$ cat src/rtl/acq_readout_ctrl.sv
// acq_readout_ctrl
//   Arms an acquisition, waits for a fresh record, then reads the sample RAM
//   back channel by channel and streams one byte per sample to the host.
//
// Ports
//   clk, reset             clock (rising edge), asynchronous active-high reset
//   arm, auto_rearm, abort  control: start, repeat after readout, cancel
//   chan_mask, nsmp        channels to read, samples per channel
//   triggerpoint           pre-trigger sample count
//   wraddress_triggerpoint RAM write address at the trigger
//   data_ready             acquisition block holds a full record
//   ram_q                  RAM read data, channel i in bits [8i+7:8i], one cycle after rden
//   start_trigger          one-cycle pulse that starts an acquisition
//   rden, rdaddress        RAM read enable / address (address holds when idle)
//   tx_data, tx_valid,     byte stream to host
//   tx_ready
//   busy, done             not-IDLE flag (registered), end-of-readout pulse
//   state_dbg              current FSM state
//
// Handshake: a byte transfers on a rising clk edge where tx_valid and
// tx_ready are both high. tx_data and tx_valid stay stable from the cycle
// tx_valid rises until that transfer, and tx_valid is low the cycle after.
module acq_readout_ctrl #(
  parameter int ram_width = 10
) (
  input  logic                 clk,
  input  logic                 reset,
  input  logic                 arm,
  input  logic                 auto_rearm,
  input  logic                 abort,
  input  logic [3:0]           chan_mask,
  input  logic [ram_width-1:0] nsmp,
  input  logic [ram_width-1:0] triggerpoint,
  input  logic [ram_width-1:0] wraddress_triggerpoint,
  input  logic                 data_ready,
  input  logic [31:0]          ram_q,
  output logic                 start_trigger,
  output logic                 rden,
  output logic [ram_width-1:0] rdaddress,
  output logic [7:0]           tx_data,
  output logic                 tx_valid,
  input  logic                 tx_ready,
  output logic                 busy,
  output logic                 done,
  output logic [2:0]           state_dbg
);

  typedef enum logic [2:0] {
    IDLE, ARM, WAIT_CLR, WAIT_RDY, FETCH, CAPT, SEND, NEXT
  } state_t;

  state_t               state, next_state;
  logic [ram_width-1:0] k, k_n;
  logic [ram_width-1:0] base, base_n;
  logic [ram_width-1:0] nsmp_l, nsmp_n;
  logic [3:0]           mask_l, mask_n;
  logic [1:0]           chan, chan_n;
  logic                 empty, empty_n;
  logic [1:0]           lo_chan;
  logic [1:0]           hi_chan;
  logic                 hi_found;
  logic                 k_more;
  logic [7:0]           ram_byte;

  assign state_dbg = state;
  assign ram_byte  = ram_q[{chan, 3'b000} +: 8];
  // One extra bit so k+1 cannot wrap when nsmp is at its maximum.
  assign k_more    = ({1'b0, k} + {{ram_width{1'b0}}, 1'b1}) < {1'b0, nsmp_l};

  // Lowest enabled channel of the incoming mask (first channel of a readout).
  always_comb begin
    lo_chan = 2'd0;
    for (int i = 3; i >= 0; i--) begin
      if (chan_mask[i]) lo_chan = 2'(i);
    end
  end

  // Lowest enabled channel strictly above the current one, from the latched mask.
  always_comb begin
    hi_found = 1'b0;
    hi_chan  = chan;
    for (int i = 3; i >= 0; i--) begin
      if (mask_l[i] && (2'(i) > chan)) begin
        hi_found = 1'b1;
        hi_chan  = 2'(i);
      end
    end
  end

  always_comb begin
    next_state    = state;
    k_n           = k;
    chan_n        = chan;
    base_n        = base;
    nsmp_n        = nsmp_l;
    mask_n        = mask_l;
    empty_n       = empty;
    start_trigger = 1'b0;
    done          = 1'b0;
    case (state)
      IDLE:     if (arm) next_state = ARM;
      ARM: begin
        start_trigger = 1'b1;
        next_state    = WAIT_CLR;
      end
      // A data_ready left over from the previous record must drop first.
      WAIT_CLR: if (!data_ready) next_state = WAIT_RDY;
      WAIT_RDY: begin
        if (data_ready) begin
          base_n     = wraddress_triggerpoint - triggerpoint;
          nsmp_n     = nsmp;
          mask_n     = chan_mask;
          chan_n     = lo_chan;
          k_n        = '0;
          empty_n    = (chan_mask == 4'd0) || (nsmp == '0);
          next_state = empty_n ? NEXT : FETCH;
        end
      end
      FETCH:    next_state = CAPT;
      CAPT:     next_state = SEND;
      SEND:     if (tx_ready) next_state = NEXT;
      NEXT: begin
        if (!empty && k_more) begin
          k_n        = k + 1'b1;
          next_state = FETCH;
        end else if (!empty && hi_found) begin
          chan_n     = hi_chan;
          k_n        = '0;
          next_state = FETCH;
        end else begin
          done       = 1'b1;
          next_state = auto_rearm ? ARM : IDLE;
        end
      end
      default:  next_state = IDLE;
    endcase
    if (abort) begin
      next_state    = IDLE;
      start_trigger = 1'b0;
      done          = 1'b0;
    end
  end

  always_ff @(posedge clk or posedge reset) begin
    if (reset) begin
      state     <= IDLE;
      k         <= '0;
      chan      <= 2'd0;
      base      <= '0;
      nsmp_l    <= '0;
      mask_l    <= 4'd0;
      empty     <= 1'b0;
      rden      <= 1'b0;
      rdaddress <= '0;
      tx_data   <= 8'd0;
      tx_valid  <= 1'b0;
      busy      <= 1'b0;
    end else begin
      state  <= next_state;
      k      <= k_n;
      chan   <= chan_n;
      base   <= base_n;
      nsmp_l <= nsmp_n;
      mask_l <= mask_n;
      empty  <= empty_n;
      // Outputs are registered from next_state so they line up with the state.
      rden   <= (next_state == FETCH);
      if (next_state == FETCH) rdaddress <= base_n + k_n;
      if (state == CAPT && !abort) tx_data <= ram_byte;
      tx_valid <= (next_state == SEND);
      busy     <= (next_state != IDLE);
    end
  end

endmodule

$ cat config.mk
export PLATFORM = sky130hd
export DESIGN_NAME = acq_readout_ctrl
export DESIGN_NICKNAME = d
export VERILOG_FILES = /design/src/rtl/acq_readout_ctrl.sv
export SDC_FILE = /design/constraint.sdc
export NUM_CORES = 1
export LEC_CHECK = 0
export BUFFER_PORTS_ARGS = -buffer_cell sky130_fd_sc_hd__buf_2
export CAP_MARGIN = 20
export CORE_MARGIN = 1
export CORE_UTILIZATION = 54
export CTS_CLUSTER_SIZE = 10
export DETAILED_ROUTE_END_ITERATION = 10
export PLACE_DENSITY = 0.81
export SLEW_MARGIN = 5
export SYNTH_ARGS = -nofsm -noshare
export SYNTH_HDL_FRONTEND = slang
export SYNTH_SLANG_ARGS = --single-unit
$ cat constraint.sdc
create_clock -name clk -period 5 [get_ports clk]
set_clock_uncertainty 0.2 [all_clocks]
set_input_delay 1 -clock clk [delete_from_list [all_inputs] [get_ports clk]]
set_output_delay 1 -clock clk [all_outputs]
set_load 0.02 [all_outputs]
==> flow_summary.toml <==
[run_status]
status = "completed"

[clock_network]
root_buffer = "clkbuf_8"
clk_path_buf_depth = 2
cts_made_buffers = 9
cts.sinks = 60
hold_buffers = 0
htreeDepth = 3
tritoncts = "yes"
insertion_delay_ns = 0.34
path_clk_slew_ns = 0.07

[routing]
ant_nets = 0
vias = 3552
dr.pass1.iters = 4
drt_iter0_drc = 188
routed_via_density = 5.56
routed_wl_um = 9540
remaining_drc_errors = 0
wl_per_cell_um = 14.9

[cells_and_area]
syn2layout_area_growth_pct = 21.1
antenna_cells = 0
final_nets = 638
layout-drive-gt1-share = 0.320
final_cells = 639

[sta]
finalSetupViolCount = 0
min_period_ns = 4.68
drv_slew = 0
finalWorstSetupSlack_ns = 0.325
hold_violations = 0
fmax_mhz = 214
period_share = 0.935
worstMarginPinSlew_ns = 0.650
slew_headroom = 0.566

[min_path]
hp-class = "flip-flop to flip-flop"
hold_depth = 2

[place]
dpl_worst_slack_ns = 0.0442
numPortBuffers = 98
dpl.hpwl_um = 7670
dp_cells = 620
place.gp.congestion = 0.878

[grt]
track_usage = 0.250
grt_pass1_vias = 3453
grt_pass1_wl_um = 15200
gr-total-overflow = 0
antenna_found_initial = 0
grt_max_degree = 32

[floorplanning]
die_area_sq_um = 7960
die_h_um = 89.2
row_count = 31
io-pin-count = 99
fp.dieW_um = 89.2
initial_core_util = 0.563
core_area_sq_um = 7290

[synth]
ys_types = 66
yosysMostFrequentCell = "dfrtp_1"
yosys.area.top_type = "dfrtp_1"
synth_compound_area_frac = 0.197
yosys.area_share.adder = 0.0951
synth_commonest_cells = "dfrtp_1 (60), nand2_1 (54), o21ai_0 (35)"
syn-cell-area_sq_um = 4110
ys_top_cells_by_area = "dfrtp_1 (37%), ha_1 (8.5%), nand2_1 (4.9%)"
yosys_warnings = 0
yosysTopAreaCellShare = 0.366
synth_top_family_by_area = "compound AO/OA/AOI/OAI gates"
synth_cells = 431
synthSimpleGateAreaFrac = 0.161
synth_fp_nets = 534
synth_mux_area_frac = 0.0941
synth_ff_type = "dfrtp_1"
synth-xor-area-share = 0.0405
avgSynthCellArea_sq_um = 9.53
synth_edf_count = 0
seq_area_frac_synth = 0.366
ys_ff_latch = 60
synthArstFlopShare = 1.00

[setup_path]
crit_type = "flip-flop to flip-flop"
rr_worst_depth = 21
critical_path_arrival_ns = 4.72
critical_path.max_fanout = 8
reg2reg_slack_ns = 0.32
required_ns = 5.04
cp-start-kind = "flip-flop"
critical_path.endpoint_type = "flip-flop"

[power_and_ir_drop]
p_leak_uw = 0.00252
clkPwrFrac = 0.180
combPwrFrac = 0.489
switching_share = 0.410
power_density_nw_per_um2 = 472
power_frac_seq = 0.331
vdd_drop_max_v = 0.000208
internal_power_uw = 1380
p_switching_uw = 963

[flow_run]
timing.max_cap.violations = 0
## cell type report
cell class / count / area, sq um
Inverter: 36 / 140
Clock inverter: 6 / 65.1
Tap cell: 99 / 124
Multi-Input combinational cell: 322 / 2460
Fill cell: 605 / 2320
Sequential cell: 60 / 1500
Clock buffer: 10 / 128
Timing Repair Buffer: 106 / 551
## metrics by stage
stage	cell area (sq um)	hold WS (ns)	setup TNS (ns)	util	total power, uW
2_1_floorplan	4110	0.238	0	-	1600
3_3_place_gp	4700	0.260	0	0.645	1840
3_5_place_dp	4700	0.273	0	0.645	1880
4_1_cts	4900	0.296	0	0.672	2310
5_1_grt	4970	0.325	-0.00997	0.682	2540
6_report	4970	0.299	0	0.682	2350
## power groups by stage
stage	clock network [uW]	logic [uW]	registers, uW
after floorplan	0	840	758
after global placement	0	1060	778
after detailed placement	0	1090	784
after CTS	430	1100	778
after global routing	453	1280	801
final	422	1150	778
## metal layers
layer  routed length (um)  vias to the layer above  track usage
met4                  161                        0        0.105
met1                 4010                     1693        0.296
li1                     -                     1759            -
met2                 5070                       87        0.463
met3                  293                       13       0.0231
met5                    0                        -            0
## path summary, 6_finish.rpt
kind                       startpoint      endpoint
max                              k[0]  rdaddress[8]
min                         nsmp_l[0]     nsmp_l[0]
max reg2reg                      k[0]  rdaddress[8]
min reg2reg                 nsmp_l[0]     nsmp_l[0]
max in group asynchronous       reset          k[1]
min in group asynchronous       reset          busy
## logic make-up (layout without fill, tap and decap cells)
group           after synthesis  after routing
compound gates              119            119
flops                        60             60
mux                          24             24
fa+ha+maj                    30             30
xor+xnor                     19             19
buf+inv                      49            158
simple gates                130            130
## sequential cells by signal (all words and copies together), names as in the netlist
signal	flops
rden	1
nsmp_l	10
tx_data	8
tx_valid	1
k	10
base	10
chan	2
busy	1
rdaddress	10
empty	1
state_dbg	3
mask_l	3
## repair_timing
action | CTS | global route
setup buffers | 0 | 3
gates resized for setup | 0 | 19
endpoints found under the setup margin | 0 | 5
## cells in the final DEF, fill, tap and decap left out, types with 3 or more instances in the layout
master / instances
buf_2: 98
dfrtp_1: 59
nand2_1: 53
inv_1: 33
o21ai_0: 31
ha_1: 27
a21oi_1: 20
nor2_1: 16
xnor2_1: 13
a21o_1: 11
nor3_1: 11
mux2_2: 9
clkbuf_8: 9
nand3_1: 8
o21a_1: 8
mux4_2: 8
buf_4: 8
o21ai_1: 7
mux2_4: 7
o31ai_1: 7
xor2_1: 6
nor4_1: 4
a21boi_1: 3
nor2b_1: 3
a31oi_1: 3
and3_1: 3
nor3b_1: 3
a22oi_1: 3
## critical path, stage by stage, from the launching register on
cell,delay (ns)
dfrtp_1,0.43
ha_4,0.19
nand4_2,0.17
nor2_1,0.24
xor2_1,0.18
ha_1,0.26
a211oi_1,0.21
o21a_1,0.19
a21o_1,0.22
nand2_2,0.15
nor2_2,0.16
mux2_2,0.20
ha_1,0.21
inv_1,0.07
fa_1,0.40
nor2b_1,0.12
o21ai_0,0.11
a21boi_1,0.20
o21ai_1,0.10
a21o_1,0.20
and3b_1,0.18
o31ai_2,0.18
Note: power is estimated with default switching activity, not from simulation.
